**src/rtl/gfx_pkg.sv**
```systemverilog
// gfx_pkg: shared display-path types, default 640x480@60 timing and
// colour-bar constants. The bar-index field of tap_t exists only when
// VGA_TEST_PATTERN_EN is defined.
package gfx_pkg;

    typedef struct packed {
        logic [3:0] r;
        logic [3:0] g;
        logic [3:0] b;
    } color_t;

    // Counter width for px/py; both totals must fit.
    localparam int CNT_W = 10;

    // 640x480@60 defaults (pixel ticks / lines).
    localparam int DEF_H_ACTIVE = 640;
    localparam int DEF_H_FP     = 16;
    localparam int DEF_H_SYNC   = 96;
    localparam int DEF_H_BP     = 48;
    localparam int DEF_V_ACTIVE = 480;
    localparam int DEF_V_FP     = 10;
    localparam int DEF_V_SYNC   = 2;
    localparam int DEF_V_BP     = 33;

    // Colour bars, left to right.
    localparam color_t BAR_WHITE   = '{r: 4'hF, g: 4'hF, b: 4'hF};
    localparam color_t BAR_YELLOW  = '{r: 4'hF, g: 4'hF, b: 4'h0};
    localparam color_t BAR_CYAN    = '{r: 4'h0, g: 4'hF, b: 4'hF};
    localparam color_t BAR_GREEN   = '{r: 4'h0, g: 4'hF, b: 4'h0};
    localparam color_t BAR_MAGENTA = '{r: 4'hF, g: 4'h0, b: 4'hF};
    localparam color_t BAR_RED     = '{r: 4'hF, g: 4'h0, b: 4'h0};
    localparam color_t BAR_BLUE    = '{r: 4'h0, g: 4'h0, b: 4'hF};
    localparam color_t BAR_BLACK   = '{r: 4'h0, g: 4'h0, b: 4'h0};

    // One delay-line slot. All-zero is the blank/inactive state.
    typedef struct packed {
        logic       active;
        logic       hs;
        logic       vs;
`ifdef VGA_TEST_PATTERN_EN
        logic [2:0] bar;
`endif
    } tap_t;

    function automatic color_t bar_color(input logic [2:0] idx);
        color_t c;
        case (idx)
            3'd0:    c = BAR_WHITE;
            3'd1:    c = BAR_YELLOW;
            3'd2:    c = BAR_CYAN;
            3'd3:    c = BAR_GREEN;
            3'd4:    c = BAR_MAGENTA;
            3'd5:    c = BAR_RED;
            3'd6:    c = BAR_BLUE;
            default: c = BAR_BLACK;
        endcase
        return c;
    endfunction

endpackage

```
**src/rtl/vga_delay_line.sv**
```systemverilog
// vga_delay_line: DEPTH-stage enable-gated shift register, synchronous
// reset to zero. DEPTH=0 is a plain wire.
module vga_delay_line #(
    parameter int WIDTH = 1,
    parameter int DEPTH = 0
) (
    input  logic             clk,
    input  logic             rst,
    input  logic             en,
    input  logic [WIDTH-1:0] d,
    output logic [WIDTH-1:0] q
);

    generate
        if (DEPTH == 0) begin : g_wire
            // Clock/reset/enable have no role without storage.
            logic unused_ctl;
            assign unused_ctl = ^{clk, rst, en};
            assign q = d;
        end else begin : g_pipe
            logic [DEPTH-1:0][WIDTH-1:0] pipe;

            // Shift one slot per enabled tick; reset flushes to blank.
            always_ff @(posedge clk) begin
                if (rst) begin
                    pipe <= '0;
                end else if (en) begin
                    pipe[0] <= d;
                    for (int i = 1; i < DEPTH; i++) pipe[i] <= pipe[i-1];
                end
            end

            assign q = pipe[DEPTH-1];
        end
    endgenerate

endmodule

```
**src/rtl/vga_timing_gen.sv**
```systemverilog
// vga_timing_gen: VGA pixel-timing master. Free-running h/v counters
// feed the rasterizer; returned colour is blank-gated and registered
// together with sync so all vga_* pins line up. The blank/sync flags
// are delayed PIPE_DLY ticks to match rasterizer latency.
// Optional: VGA_TEST_PATTERN_EN adds test_mode and 8 vertical colour bars.
module vga_timing_gen
    import gfx_pkg::*;
#(
    parameter int   H_ACTIVE = DEF_H_ACTIVE,
    parameter int   H_FP     = DEF_H_FP,
    parameter int   H_SYNC   = DEF_H_SYNC,
    parameter int   H_BP     = DEF_H_BP,
    parameter int   V_ACTIVE = DEF_V_ACTIVE,
    parameter int   V_FP     = DEF_V_FP,
    parameter int   V_SYNC   = DEF_V_SYNC,
    parameter int   V_BP     = DEF_V_BP,
    parameter logic HS_POL   = 1'b0,
    parameter logic VS_POL   = 1'b0,
    parameter int   PIPE_DLY = 0
) (
    input  logic             clk,
    input  logic             rst,
    input  logic             pix_en,
    output logic [CNT_W-1:0] px,
    output logic [CNT_W-1:0] py,
    output logic             frame,
    output logic             active,
`ifdef VGA_TEST_PATTERN_EN
    input  logic             test_mode,
`endif
    input  logic [3:0]       r_in,
    input  logic [3:0]       g_in,
    input  logic [3:0]       b_in,
    output logic [3:0]       vga_r,
    output logic [3:0]       vga_g,
    output logic [3:0]       vga_b,
    output logic             vga_hs,
    output logic             vga_vs
);

    localparam int H_TOTAL = H_ACTIVE + H_FP + H_SYNC + H_BP;
    localparam int V_TOTAL = V_ACTIVE + V_FP + V_SYNC + V_BP;

    localparam logic [CNT_W-1:0] H_LAST   = CNT_W'(H_TOTAL - 1);
    localparam logic [CNT_W-1:0] V_LAST   = CNT_W'(V_TOTAL - 1);
    localparam logic [CNT_W-1:0] H_ACT    = CNT_W'(H_ACTIVE);
    localparam logic [CNT_W-1:0] V_ACT    = CNT_W'(V_ACTIVE);
    localparam logic [CNT_W-1:0] HS_START = CNT_W'(H_ACTIVE + H_FP);
    localparam logic [CNT_W-1:0] HS_END   = CNT_W'(H_ACTIVE + H_FP + H_SYNC);
    localparam logic [CNT_W-1:0] VS_START = CNT_W'(V_ACTIVE + V_FP);
    localparam logic [CNT_W-1:0] VS_END   = CNT_W'(V_ACTIVE + V_FP + V_SYNC);
    // Last visible line; wrapping off it starts vertical blanking.
    localparam logic [CNT_W-1:0] V_VIS_LAST = CNT_W'(V_ACTIVE - 1);

    logic [CNT_W-1:0] h_cnt;
    logic [CNT_W-1:0] v_cnt;
    logic             hs_raw;
    logic             vs_raw;
    tap_t             tap_d;
    tap_t             tap_q;
    color_t           rgb_sel;

    // Raster counters: h wraps each line, v wraps each frame.
    always_ff @(posedge clk) begin
        if (rst) begin
            h_cnt <= '0;
            v_cnt <= '0;
        end else if (pix_en) begin
            if (h_cnt == H_LAST) begin
                h_cnt <= '0;
                v_cnt <= (v_cnt == V_LAST) ? '0 : v_cnt + 1'b1;
            end else begin
                h_cnt <= h_cnt + 1'b1;
            end
        end
    end

    assign px     = h_cnt;
    assign py     = v_cnt;
    assign active = (h_cnt < H_ACT) && (v_cnt < V_ACT);
    assign hs_raw = (h_cnt >= HS_START) && (h_cnt < HS_END);
    assign vs_raw = (v_cnt >= VS_START) && (v_cnt < VS_END);

    // One-clk pulse after the tick that enters vertical blanking; the
    // unconditional clear keeps it one clk wide at any pix_en rate.
    always_ff @(posedge clk) begin
        if (rst) frame <= 1'b0;
        else     frame <= pix_en && (h_cnt == H_LAST) && (v_cnt == V_VIS_LAST);
    end

`ifdef VGA_TEST_PATTERN_EN
    logic [2:0] bar_idx;

    // Bar index from h_cnt by threshold compare (no divider).
    always_comb begin
        bar_idx = '0;
        for (int i = 1; i < 8; i++) begin
            if (h_cnt >= CNT_W'(i * (H_ACTIVE / 8))) bar_idx = 3'(i);
        end
    end
`endif

    // Pack the per-pixel flags that must travel with the colour.
    always_comb begin
        tap_d        = '0;
        tap_d.active = active;
        tap_d.hs     = hs_raw;
        tap_d.vs     = vs_raw;
`ifdef VGA_TEST_PATTERN_EN
        tap_d.bar    = bar_idx;
`endif
    end

    vga_delay_line #(
        .WIDTH($bits(tap_t)),
        .DEPTH(PIPE_DLY)
    ) u_dly (
        .clk (clk),
        .rst (rst),
        .en  (pix_en),
        .d   (tap_d),
        .q   (tap_q)
    );

    // Pick colour source, then force black outside the visible area.
    always_comb begin
        rgb_sel = '{r: r_in, g: g_in, b: b_in};
`ifdef VGA_TEST_PATTERN_EN
        if (test_mode) rgb_sel = bar_color(tap_q.bar);
`endif
        if (!tap_q.active) rgb_sel = '0;
    end

    // Output register: colour and sync launched together on each tick.
    always_ff @(posedge clk) begin
        if (rst) begin
            vga_r  <= '0;
            vga_g  <= '0;
            vga_b  <= '0;
            vga_hs <= ~HS_POL;
            vga_vs <= ~VS_POL;
        end else if (pix_en) begin
            vga_r  <= rgb_sel.r;
            vga_g  <= rgb_sel.g;
            vga_b  <= rgb_sel.b;
            vga_hs <= ~(tap_q.hs ^ HS_POL);
            vga_vs <= ~(tap_q.vs ^ VS_POL);
        end
    end

endmodule
```
**config.mk**
```make
export PLATFORM = sky130hd
export DESIGN_NAME = vga_timing_gen
export DESIGN_NICKNAME = d
export VERILOG_FILES = /design/src/rtl/gfx_pkg.sv /design/src/rtl/vga_delay_line.sv /design/src/rtl/vga_timing_gen.sv
export SDC_FILE = /design/constraint.sdc
export NUM_CORES = 1
export LEC_CHECK = 0
export BUFFER_PORTS_ARGS = -buffer_cell sky130_fd_sc_hd__buf_2
export CORE_MARGIN = 2
export CORE_UTILIZATION = 45
export DETAILED_ROUTE_END_ITERATION = 10
export GPL_TIMING_DRIVEN = 1
export PLACE_DENSITY = 0.74
export SLEW_MARGIN = 20
export SYNTH_ARGS = -nofsm -noshare
export SYNTH_HDL_FRONTEND = slang
export SYNTH_SLANG_ARGS = --single-unit
export TNS_END_PERCENT = 100
```
**constraint.sdc**
```tcl
create_clock -name clk -period 1.69 [get_ports clk]
set_input_delay 0 -clock clk [delete_from_list [all_inputs] [get_ports clk]]
set_output_delay 0 -clock clk [all_outputs]
set_load 0.05 [all_outputs]
```
## Yosys cells after proc, flatten, opt, wreduce, memory -nomap -nowiden

Cells that the tools add are included.

- Bits in registers: 35
- Bits in latches: 0
- RAM bits: 0
- Memory bits (read-only): 0
- Output and inout bits: 36
- Word-level logic and storage cells: 30
- Memories: 0

- Add/sub/neg operators: 2
- Multipliers: 0
- Div/mod/pow operators: 0
- $lt $le $gt $ge: 6
- Equal/unequal tests: 3
- Shift operators: 0
- Muxes and demuxes: 3
- Bitwise gates (word level): 2
- Reduce and logical (&&, ||, !) cells: 6

Operators by type and width:

| kind | count |
|---|---|
| $add 10x1->10 const B | 2 |
| $eq 10x10->1 const B | 2 |
| $lt 10x10->1 const B | 2 |
| $lt 10x9->1 const B | 2 |
| $mux 10 | 2 |
| $mux 12 | 1 |
| $eq 10x9->1 const B | 1 |
| $ge 10x10->1 const B | 1 |
| $ge 10x9->1 const B | 1 |
| $logic_and 1x1->1 | 5 |
| $not 1->1 | 2 |
| $reduce_and 2->1 | 1 |

## Depth between registers and ports, before layout

- Depth after elaboration: 3
- Mapped depth: 8

## Modules after synthesis

From an unflattened synthesis, not the netlist that was laid out.

- Cell total of the unflattened synthesis: 188
- Area, all modules: 1630.3 µm²

By module, submodules not included:

| module | instances | cells an instance | area an instance (µm²) | seq. area each (µm²) |
|---|---|---|---|---|
| vga_timing_gen | 1 | 185 | 1607.8 | 700.7 |
| vga_delay_line | 1 | 3 | 22.5 | 0.0 |

## Worst setup path before layout

Ideal clock, no wire load.

- Path kind: reg2reg
- Start point: reg h_cnt[0] (netlist: px[0])
- End point: reg v_cnt[5] (netlist: py[5])
- Library setup time: 0.070 ns
- Arrival time: 2.160 ns
- Setup slack: -0.540 ns
- Cell stages (with the launch flop): 8
- Period minus slack after synthesis: 2.230 ns
- Path through: dfxtp_1 ha_1 and4_1 buf_2 nand4_1 buf_2 or4_1 a21oi_1

- Word-level cells in the longest chain between the ends: 2

RTL lines:

| what | RTL line | source |
|---|---|---|
| from (decl) | vga_timing_gen.sv:55 | `logic [CNT_W-1:0] h_cnt;` |
| from (signal assigned) | vga_timing_gen.sv:73 | `h_cnt <= h_cnt + 1'b1;` |
| $eq 10x10->1 | vga_timing_gen.sv:69 | `if (h_cnt == H_LAST) begin` |
| $reduce_and 2->1 (no source line) | n/a |  |
| to (signal assigned) | vga_timing_gen.sv:71 | `v_cnt <= (v_cnt == V_LAST) ? '0 : v_cnt + 1'b1;` |
| to (decl) | vga_timing_gen.sv:56 | `logic [CNT_W-1:0] v_cnt;` |

No other way between the ends.
A chain may end at the register's enable or synchronous reset.

## Worst setup path in the final report

- Start point: reg h_cnt[1] (netlist: px[1])
- End point: reg v_cnt[5] (netlist: py[5])

Same word-level chain as after synthesis.

==> metrics.md <==
| Metric | Value |
|---|---|
| Status | finished clean |
| F_max | between 0.5 and 0.6 GHz |
| Clock latency on the worst-skew pair | approximately 0.34 ns |
| Synthesis-to-finish area growth | 39.1% |
| Setup TNS | 0 ns |
| Max Root-Sink Buffers | 2 |
| Async set-or-reset flop fraction in the synthesized netlist | 0% |
| Hpwl dp | approximately 2600 um |
| Post-Synthesis Cells | between 150 and 200 |
| PnR worst setup slack | 0.0157 ns |
| Crit path capture type | register |
| VDD IR max | about 0.71 mV |
| WL/cell | ~12 um |
| Met1 Resource Use GR | a little under a quarter |
| Core area | around 3400 um^2 |
| Buf/Inv on CP | 1 |
| H-tree Lvls | 2 |
| Main synth FF type | dfxtp_1 |
| Hold Crit Class | in -> reg |
| Die area | around 4200 um^2 |
| Main area contributors after synthesis | dfxtp_1, a21oi_1, nand3_1 |
| CP startpoint kind | register |
| Synthesized area | between 1500 and 2000 um^2 |
| Final setup viols | 0 |
| Layout fillers | 290 |
| Worst setup path class | reg -> reg |
| Global route overflow | 0 |
| Via count | 1631 |
| Total power | approximately 1.7 mW |
| Mean Syn Cell Area | 8.43 um^2 |
| CP max stage delay | ~0.47 ns |
| M2 GR Usage | between 30% and 40% |
| Die Y | between 60 and 70 um |
| GRT busiest layer | met2 |
| 1st-pass router iterations | 4 |
| Final Non-Filler Cells | about 320 |
| I/O Pins | between 50 and 60 |
| Sinks on the clock net | 35 |
| Cell leakage power | roughly 0.97 nW |
| Warnings from Yosys | 0 |
| # diodes | 0 |
| CP arrival | ~2 ns |
| Yosys cell types | 37 |
| WL final | about 3800 um |
| CP Cell Sequence | ha_4 -> and4_4 -> nand4_1 -> buf_12 -> or4_1 -> a21oi_1 |
| Post-synth top cells | dfxtp_1, a21oi_1, nand3_1, nand2b_1, nor2_1 |
| Slew Limit Fails | 0 |
| Clock transition at the registers of the reported paths | ~0.11 ns |
| Synthesis-stage register bit count | 35 |
| Starting density of the core | 48.1% |
| Final design utilization | between 60% and 70% |
| Largest net degree at the start of global routing | 34 |
| Vias in the first global route | between 1000 and 1500 |
| CP max FO | 20 |
| Skew final | roughly 0.0079 ns |
| Initial antenna violation count | 0 |
| Global Route Usage Sum | 19.1% |
| Clk root buf | clkbuf_4 |
| Hold Violations, Final | 0 |
| Setup WS pre-CTS | 0.0306 ns |
| Syn_nets | 214 |
| RSZ-0062 raised after global routing | yes |
| Antenna Nets Post-Route | 0 |
| Drt initial violations | 83 |
| CTS tree | yes |
| Top-area cell type share of the netlist area | a little over two fifths |
| Crit-path slowest cell | or4_1 |
| Sequential-to-total area share from yosys stat | 42.6% |
| Fin crit period | roughly 1.7 ns |
| Met3 usage | under 10% |
| Area after DPL | 2060 um^2 |
| GPL Wtd Cong | ~0.76 |
| Final hold slack | 0.0853 ns |
| Row count | 21 |
| Crit path max-delay family | simple AND/OR/NAND/NOR gates |
| First-pass GRT wire length | 6270 um |
| Worst-Margin Slew | between 0.4 and 0.5 ns |
| P per Cell Area | around 730 nW/um^2 |
| Layout cells sized above 1 | 34.6% |
| Worst path required time | 1.96 ns |
| Layout Nets | between 200 and 300 |
| Remaining DRCs | 0 |
| Yosys top cell by area | dfxtp_1 |
| Final Cell Area | around 2300 um^2 |
| Most common cell in the synthesized netlist | dfxtp_1 |
| EDFF count, synth | 0 |
| Input/output buffers | 50 |
| Final Cycle Share | 99.1% |
| Cell total after placement | 294 |
| Max-Cap Viols | 0 |
| Die Wd | roughly 64 um |
| Rel. slew slack | between 70% and 80% |
| Via/cell ratio | about 5.2 |
| TritonCTS Buffers | 5 |
## cell type report
type	count	area, um^2	share of cell area, %
Multi-Input combinational cell	140	885	38.7
Sequential cell	35	717	31.3
Timing Repair Buffer	81	528	23.1
Tap cell	46	57.6	2.52
Clock inverter	3	43.8	1.91
Clock buffer	5	37.5	1.64
Inverter	5	18.8	0.821
## where the power goes
part / internal (mW) / switching [mW] / leakage, nW / total (mW)
registers: 0.845 / 0.0119 / 0.290 / 0.857
logic: 0.0781 / 0.135 / 0.631 / 0.213
clock network: 0.311 / 0.279 / 0.0452 / 0.591
## metal layers
metal  vias to the layer above  wire length [um]  share of wire [%]
li1                        830                 -                  -
met1                       748              1770                 46
met2                        44              1840                 48
met3                         9               169                4.4
met4                         0                49                1.3
met5                         -                 0                  0
## worst register-to-register path: stages (launching register included)
cell	delay (ns)
dfxtp_4	0.37
ha_4	0.12
and4_4	0.20
nand4_1	0.14
buf_12	0.19
or4_1	0.47
a21oi_1	0.13
## flip-flops by register name (all words and copies together) (netlist names)
signal  cells
px         10
py         10
vga_b       4
vga_g       4
vga_r       4
frame       1
vga_hs      1
vga_vs      1
## worst paths after layout
path	slack, ns	cells past startpoint	from	end
max	0.02	6	px[1]	py[5]
min	0.09	2	rst	px[4]
max reg2reg	0.02	6	px[1]	py[5]
min reg2reg	0.47	2	vga_g[1]	vga_g[1]
## logic make-up (layout without fill, tap and decap cells)
group | after synthesis | after routing | share of synthesized area (%)
and+or+nand+nor | 92 | 92 | 32.1
adders and majority gates | 4 | 4 | 3.04
buffers and inverters | 20 | 94 | 5.40
DFF | 35 | 35 | 42.6
AOI/OAI and AO/OA | 34 | 34 | 11.4
muxes | 1 | 1 | 0.609
xor gates and xnor gates | 9 | 9 | 4.79
## layout by cell type (no fill, tap or decap), types with 2 or more instances in the layout
master | synthesis | layout
a21oi_1 | 22 | 21
and2_1 | 4 | 4
and3_1 | 2 | 2
and4_1 | 3 | 2
buf_2 | 2 | 49
buf_4 | 1 | 19
clkbuf_4 | 0 | 5
dfxtp_1 | 35 | 26
dfxtp_2 | 0 | 7
dfxtp_4 | 0 | 2
dlygate4sd3_1 | 0 | 12
ha_1 | 4 | 3
inv_1 | 5 | 5
nand2_1 | 8 | 8
nand2b_1 | 13 | 13
nand3_1 | 20 | 20
nand4_1 | 8 | 8
nor2_1 | 13 | 13
nor3_1 | 7 | 6
o21ai_0 | 5 | 4
o31ai_1 | 2 | 2
or3_1 | 5 | 5
or4_1 | 2 | 2
xnor2_1 | 5 | 5
xor2_1 | 4 | 4
## repair_timing
action	in CTS	in global routing
buffers inserted	0	1
gates resized for setup	0	5
setup endpoints to repair	0	7
hold buffers	12	0
hold endpoints to repair	12	0
Note: power is estimated with default switching activity, not from simulation.
